==> config.mk <==
export PLATFORM = sky130hd
export DESIGN_NAME = instr_issue
export DESIGN_NICKNAME = d
export VERILOG_FILES = /design/src/rtl/cpu_pkg.sv /design/src/rtl/instr_fifo.sv /design/src/rtl/instr_issue.sv
export SDC_FILE = /design/constraint.sdc
export NUM_CORES = 1
export LEC_CHECK = 0
export CAP_MARGIN = 20
export CORE_ASPECT_RATIO = 1.1
export CORE_MARGIN = 4
export CORE_UTILIZATION = 45
export CTS_CLUSTER_SIZE = 16
export DETAILED_ROUTE_END_ITERATION = 7
export PLACE_DENSITY = 0.79
export SETUP_SLACK_MARGIN = 0.3
export SYNTH_ARGS = -nofsm -noshare
export SYNTH_HDL_FRONTEND = slang
export SYNTH_SLANG_ARGS = --single-unit
==> constraint.sdc <==
create_clock -name clock -period 1.7 [get_ports clock]
set_input_delay 0.255 -clock clock [delete_from_list [all_inputs] [get_ports clock]]
set_output_delay 0.255 -clock clock [all_outputs]
set_load 0.03 [all_outputs]
==> src/rtl/cpu_pkg.sv <==
// ============================================================================
//  Module   : cpu_pkg
//  Brief    : Opcode, control-FSM state codes and issue-FSM states shared by
//             the instruction issue unit and the control FSM.
//  Revision : 1.0 - initial release
// ============================================================================
`default_nettype none

package cpu_pkg;

    localparam int INSTR_W = 16;

    localparam logic [2:0] OPC_LD  = 3'b000;
    localparam logic [2:0] OPC_ST  = 3'b001;
    localparam logic [2:0] OPC_ADD = 3'b010;
    localparam logic [2:0] OPC_SUB = 3'b011;
    localparam logic [2:0] OPC_AND = 3'b100;
    localparam logic [2:0] OPC_OR  = 3'b101;
    localparam logic [2:0] OPC_BR  = 3'b110;
    localparam logic [2:0] OPC_ILL = 3'b111;

    localparam logic [3:0] ST_S0 = 4'b0000;
    localparam logic [3:0] ST_S1 = 4'b0001;

    typedef enum logic [1:0] {
        ISS_IDLE = 2'd0,
        ISS_REQ  = 2'd1,
        ISS_EXEC = 2'd2
    } iss_state_t;

    function automatic logic is_illegal(input logic [INSTR_W-1:0] i_word);
        return i_word[INSTR_W-1 -: 3] == OPC_ILL;
    endfunction

endpackage

`default_nettype wire

==> src/rtl/instr_fifo.sv <==
// ============================================================================
//  Module   : instr_fifo
//  Brief    : Synchronous DEPTH x WIDTH FIFO with full/empty flags.
//  Revision : 1.0 - initial release
// ============================================================================
`default_nettype none

module instr_fifo #(
    parameter int DEPTH = 4,
    parameter int WIDTH = 16
) (
    input  logic             clock,
    input  logic             resetn,
    input  logic             i_wr_en,
    input  logic [WIDTH-1:0] i_wr_data,
    input  logic             i_rd_en,
    output logic [WIDTH-1:0] o_rd_data,
    output logic             o_full,
    output logic             o_empty
);

    localparam int AW = $clog2(DEPTH);

    logic [WIDTH-1:0] r_mem [DEPTH];
    logic [AW:0]      r_wr_ptr;
    logic [AW:0]      r_rd_ptr;
    logic             w_wr;
    logic             w_rd;

    // Extra pointer MSB distinguishes full from empty when the indices match.
    assign o_full    = (r_wr_ptr[AW] != r_rd_ptr[AW]) &&
                       (r_wr_ptr[AW-1:0] == r_rd_ptr[AW-1:0]);
    assign o_empty   = (r_wr_ptr == r_rd_ptr);
    assign w_wr      = i_wr_en & ~o_full;
    assign w_rd      = i_rd_en & ~o_empty;
    assign o_rd_data = r_mem[r_rd_ptr[AW-1:0]];

    always_ff @(posedge clock or negedge resetn) begin
        if (!resetn) begin
            r_wr_ptr <= '0;
            r_rd_ptr <= '0;
        end else begin
            if (w_wr) r_wr_ptr <= r_wr_ptr + {{AW{1'b0}}, 1'b1};
            if (w_rd) r_rd_ptr <= r_rd_ptr + {{AW{1'b0}}, 1'b1};
        end
    end

    always_ff @(posedge clock) begin
        if (w_wr) r_mem[r_wr_ptr[AW-1:0]] <= i_wr_data;
    end

endmodule

`default_nettype wire

==> src/rtl/instr_issue.sv <==
// ============================================================================
//  Module   : instr_issue
//  Brief    : Instruction issue unit - buffers loader words and hands them to
//             the control FSM with a new_instr/state handshake; retire, illegal
//             opcode and watchdog reporting.
//  Revision : 1.0 - initial release
// ============================================================================
`default_nettype none

module instr_issue
    import cpu_pkg::*;
#(
    parameter int DEPTH    = 4,
    parameter int WDOG_MAX = 8
) (
    input  logic               clock,
    input  logic               resetn,
    input  logic [INSTR_W-1:0] din,
    input  logic               din_valid,
    output logic               din_ready,
    input  logic               hold,
    input  logic [3:0]         state,
    output logic               new_instr,
    output logic [INSTR_W-1:0] instr,
    output logic               done,
    output logic               illegal_op,
    output logic               wdog_err,
    output logic               busy
);

    localparam int            CW          = $clog2(WDOG_MAX + 1);
    localparam logic [CW-1:0] C_WDOG_SAT  = CW'(WDOG_MAX);
    localparam logic [CW-1:0] C_WDOG_LAST = CW'(WDOG_MAX - 1);

    iss_state_t         r_state, w_state_nxt;
    logic [INSTR_W-1:0] r_instr, w_instr_nxt;
    logic               r_new_instr, w_new_instr_nxt;
    logic               r_done, w_done_nxt;
    logic               r_illegal, w_illegal_nxt;
    logic               r_wdog, w_wdog_nxt;
    logic [CW-1:0]      r_wdog_cnt, w_wdog_cnt_nxt;
    logic               w_pop;
    logic               w_full;
    logic               w_empty;
    logic [INSTR_W-1:0] w_head;

    instr_fifo #(
        .DEPTH (DEPTH),
        .WIDTH (INSTR_W)
    ) u_fifo (
        .clock     (clock),
        .resetn    (resetn),
        .i_wr_en   (din_valid),
        .i_wr_data (din),
        .i_rd_en   (w_pop),
        .o_rd_data (w_head),
        .o_full    (w_full),
        .o_empty   (w_empty)
    );

    always_ff @(posedge clock or negedge resetn) begin
        if (!resetn) begin
            r_state     <= ISS_IDLE;
            r_instr     <= '0;
            r_new_instr <= 1'b0;
            r_done      <= 1'b0;
            r_illegal   <= 1'b0;
            r_wdog      <= 1'b0;
            r_wdog_cnt  <= '0;
        end else begin
            r_state     <= w_state_nxt;
            r_instr     <= w_instr_nxt;
            r_new_instr <= w_new_instr_nxt;
            r_done      <= w_done_nxt;
            r_illegal   <= w_illegal_nxt;
            r_wdog      <= w_wdog_nxt;
            r_wdog_cnt  <= w_wdog_cnt_nxt;
        end
    end

    always_comb begin
        w_state_nxt     = r_state;
        w_instr_nxt     = r_instr;
        w_new_instr_nxt = r_new_instr;
        w_done_nxt      = 1'b0;
        w_illegal_nxt   = 1'b0;
        w_wdog_nxt      = r_wdog;
        w_wdog_cnt_nxt  = r_wdog_cnt;
        w_pop           = 1'b0;
        case (r_state)
            ISS_IDLE: begin
                if (!w_empty && !hold && (state == ST_S0)) begin
                    w_state_nxt     = ISS_REQ;
                    w_instr_nxt     = w_head;
                    w_new_instr_nxt = 1'b1;
                end
            end
            ISS_REQ: begin
                // The control FSM leaving s0 is the acknowledge.
                if (state != ST_S0) begin
                    w_state_nxt     = ISS_EXEC;
                    w_new_instr_nxt = 1'b0;
                    w_wdog_cnt_nxt  = '0;
                end
            end
            ISS_EXEC: begin
                if (state == ST_S0) begin
                    w_state_nxt   = ISS_IDLE;
                    w_done_nxt    = 1'b1;
                    w_illegal_nxt = is_illegal(r_instr);
                    w_pop         = 1'b1;
                end else begin
                    // Watchdog only flags; the instruction stays in flight.
                    if (r_wdog_cnt != C_WDOG_SAT) w_wdog_cnt_nxt = r_wdog_cnt + 1'b1;
                    if (r_wdog_cnt == C_WDOG_LAST) w_wdog_nxt = 1'b1;
                end
            end
            default: begin
                w_state_nxt     = ISS_IDLE;
                w_new_instr_nxt = 1'b0;
            end
        endcase
    end

    assign din_ready  = ~w_full;
    assign new_instr  = r_new_instr;
    assign instr      = r_instr;
    assign done       = r_done;
    assign illegal_op = r_illegal;
    assign wdog_err   = r_wdog;
    assign busy       = (r_state != ISS_IDLE);

endmodule

`default_nettype wire

==> results.md <==
- The run finished with clean final reports.
- The met1 routed wirelength after detailed routing is ~3.2 mm.
- The highest cell delay on the worst timing path is 0.43 ns.
- The top layer used by detailed routing is met4.
- STA classifies the critical path endpoint as an output pin.
- The routed via count is 2121.
- Wire segments on met3 add up to around 270 um in the final route.
- The time the worst path needs with I/O delays and setup is between 1.5 and 2 ns.
- Setup repair after global routing could not meet its margin everywhere.
- Once placement completed, the tool counted placed cells totaling 370.
- Summing all flip-flop and latch instances after layout gives 2730 um2.
- The fraction of power spent switching nets is 33.5%.
- The initial antenna violation count is 0.
- The mapped netlist covers 3840 um2.
- The most common cell in the synthesized netlist is sky130_fd_sc_hd__edfxtp_1.
- The total clock sinks is 96.
- The achievable clock frequency is 0.615 GHz.
- The final instance count without filler cells is 407.
- The total half-perimeter wirelength after legalization and detailed placement is roughly 4.4 mm.
- The portion of the post-synthesis area used by sequential elements is about 71%.
- The worst register-to-register path has a setup slack of about 0.10 ns.
- The post-synthesis async set-or-reset flop share is 33.3%.
- Before CTS, the worst setup slack after placement is -0.411 ns.
- The final worst-path cycle share is 95.6%.
- The floorplan step set the die height to 105 um.
- The number of clock buffers added by TritonCTS is 9.
- 0 antenna diodes ended up in the layout.
- The final-report max-slew violation count is 0.
- The area added between synthesis and finish is 33.1%.
- The setup skew after layout is around 0.0093 ns.
- The power density over cell area is 1670 nW/um2.
- The slew at the pin closest to its max-slew limit is 0.426 ns.
- Summed over its instances, the top area cell type makes up about 50% of the synthesized netlist area.
- The first routing iteration left 96 violations.
- The worst hold slack after final layout is 0.288 ns.
- The synthesized netlist cell count is just over 200.
- The final setup slack of the worst path is ~0.075 ns.
- The final hold violation count came to 0.
- In the routed design, unresolved DRC markers number 0.
- The pre-antenna-repair detailed-routing pass consisted of 4 iterations.
- After filler insertion, the fill cell instance count of the layout stands at 599.
- Dividing the detail-routed wire length by the instance count gives 18.2 um.
- Cells with a size suffix above 1 make up a little under half of the layout.
- The max-capacitance violation count is 0.
- The share of total power dissipated in sequential elements is around 41%.
- The die area is 10100 um2.
- In this run the worst hold path is classified as input port to async pin.
- Wire segments on met2 add up to about 3.8 mm in the final route.
- The total of warnings raised by yosys is 0.
- The startpoint-to-endpoint class of the critical path is flip-flop to output pin.
- The congestion estimate from routability-driven global placement came to 0.749.
- The placeable core region is 8360 um2.
- Of the total power, combinational logic draws between 40 and 50%.
- For this configuration, the core starts out at a cell density of 45.9%.
- The summed negative setup slack over all endpoints is 0 ns.
- In this run the worst path has a maximum fanout of 6.
- The routed design has 7.41 mm of wire.
- In the synthesized netlist, the cells that appear most often are 64 x sky130_fd_sc_hd__edfxtp_1, 32 x sky130_fd_sc_hd__dfrtp_1, 16 x sky130_fd_sc_hd__mux4_2, 10 x sky130_fd_sc_hd__mux2_4.
- The internal power of the cells totals 5.69 mW.
- Summing all placed instances gives a cell area of approximately 4600 um2.
- The switching power total is 2.86 mW.
- The final non-filler cell area is approximately 5000 um2.
- The initialized floorplan defines 35 standard-cell rows.
- In the routed layout, each cell is associated on average with a via count of around 5.2.
- The cell type contributing the most total cell area after synthesis is sky130_fd_sc_hd__edfxtp_1.
- The cell sitting at the root of the clock tree is a sky130_fd_sc_hd__clkbuf_8.
- The number of nets in the synthesized netlist is 236.
- The data required time of the worst path is 1.44 ns.
- The via count of the first global-routing pass is between 2000 and 2500.
- The total of endpoints with negative setup slack in the final report is 0.
- The number of buffers added on ports is 45.
- After synthesis, the netlist uses 34 different library cells.
- The first global-routing pass estimated 11.9 mm of wire.
- The die extent in x is about 96 um.
- The number of synthesized flops with an enable pin is 64.
- During I/O placement, the number of pins put on the boundary was 46.
- The number of H-tree branching levels is 3.
- The slowest cell on the critical path is sky130_fd_sc_hd__dfrtp_1.
- The overall power is approximately 8.5 mW.
- Walking the worst path, the cells encountered are xor2_2 -> buf_4 -> nand3_4 -> buf_6.
- After synthesis, the mean cell area works out to 18.7 um2.
- The pin count of the biggest net entering global routing is 33.
- The total of flip-flops plus latches after synthesis is 96.
- The clock passes through at most 2 buffers.
- The critical path startpoint category is a flip-flop.
- The headroom to the max-slew limit is 71.6%.
- The residual antenna-violating net count after detailed routing is 0.
- After synthesis, the cell types taking the most area are sky130_fd_sc_hd__edfxtp_1 50%, sky130_fd_sc_hd__dfrtp_1 21%, sky130_fd_sc_hd__mux4_2 9.4%, sky130_fd_sc_hd__mux2_4 3.9%, sky130_fd_sc_hd__mux2_2 2.3%.
- The clock tree from TritonCTS is done.
- The arrival time at the worst endpoint is around 1.4 ns.
- The leakage power of the design is approximately 2 nW.
- The final core area utilization is roughly three fifths.
- Of the total power, the clock network draws 17.7%.
- The multi-input combinational cells in the finished layout cover a total of around 1200 um2.
- In the final design database the tool counted 322 nets.
- For this run the aggregate overflow at the end of global routing stands at 0.
- The CTS clock-pin slew for the worst setup and hold paths is 0.09 ns.
- The overall routing resource usage is ~16%.
- The worst-skew pair later-pin latency is 0.36 ns.
- Across the VDD grid, the largest voltage drop is 0.000745 V.
- The top flip-flop cell by instance count after synthesis is sky130_fd_sc_hd__edfxtp_1.
[area by class of cell]
class | instances | share of cell area [%]
clock buffers | 11 | 2.57
clock inverters | 5 | 1.30
inverters | 8 | 0.588
multi-input cells | 95 | 24.1
flip-flops and latches | 96 | 53.4
well taps | 111 | 2.72
repair buffers | 81 | 15.3
[final timing paths]
check / startpoint / to / cells after the start
worst min register to register: wdog_err / wdog_err / 1
worst max-delay path: u_fifo.r_wr_ptr[2] / din_ready / 4
worst max register to register: u_fifo.r_rd_ptr[0] / instr[11] / 3
worst min-delay path: resetn / r_wdog_cnt[3] / 2
min in group clock: state[1] / r_state[1] / 4
max in group asynchronous: resetn / u_fifo.r_rd_ptr[0] / 2
[kinds of logic after synthesis]
family / Yosys count / share of synthesized area [%]
mux: 34 / 15.6
xor+xnor: 8 / 1.82
compound gates: 12 / 1.92
fa+ha+maj: 7 / 2.28
simple gates: 33 / 5.57
flops: 96 / 70.9
buf+inv: 15 / 1.86
[metal layers]
| layer | track usage, % | vias up |
|---|---|---|
| met5 | 0 | - |
| met4 | 5.69 | 0 |
| met3 | 3.17 | 12 |
| met2 | 26.0 | 48 |
| met1 | 21.3 | 1088 |
| li1 | - | 973 |
[worst max-delay path, delay by kind of cell (launching register included)]
family / cells / cell delay, ns
simple gates: 1 / 0.11
flops: 1 / 0.43
buf+inv: 2 / 0.30
xor+xnor: 1 / 0.17
[repair_timing]
action | CTS | global route
endpoints found under the setup margin | 112 | 105
cloned | 2 | 0
pin swaps | 9 | 12
resized for setup | 79 | 30
hold buffers | 0 | 0
setup buffers | 16 | 3
[registers in the layout, indices dropped and copies added (netlist names)]
register         cells
instr               16
done                 1
u_fifo.r_mem        64
u_fifo.r_rd_ptr      3
illegal_op           1
r_wdog_cnt           4
new_instr            1
wdog_err             1
u_fifo.r_wr_ptr      3
r_state              2
[cell usage in the layout, fill, tap and decap left out, types with 3 or more instances in the layout]
cell / count
sky130_fd_sc_hd__clkdlybuf4s15_2: 4
sky130_fd_sc_hd__nor2_1: 3
sky130_fd_sc_hd__buf_12: 6
sky130_fd_sc_hd__clkbuf_2: 17
sky130_fd_sc_hd__dfrtp_2: 5
sky130_fd_sc_hd__mux2_4: 18
sky130_fd_sc_hd__clkdlybuf4s50_1: 19
sky130_fd_sc_hd__dfrtp_1: 27
sky130_fd_sc_hd__buf_6: 14
sky130_fd_sc_hd__edfxtp_1: 64
sky130_fd_sc_hd__mux4_2: 16
sky130_fd_sc_hd__inv_1: 6
sky130_fd_sc_hd__o21ai_0: 6
sky130_fd_sc_hd__and3_4: 5
sky130_fd_sc_hd__clkbuf_8: 9
sky130_fd_sc_hd__buf_4: 16
sky130_fd_sc_hd__nand3_1: 3
sky130_fd_sc_hd__dlygate4sd2_1: 4
sky130_fd_sc_hd__xnor2_1: 3
sky130_fd_sc_hd__ha_1: 5
[power by group through the flow]
stage	combinational (mW)	clock, mW	sequential [mW]
floorplan	1.69	0	3.85
global placement	2.94	0	3.55
detailed placement	3.00	0	3.58
CTS	3.49	1.53	3.53
global route	3.73	1.63	3.60
finish	3.50	1.51	3.53
No activity file was read; power rests on OpenSTA's default activity.
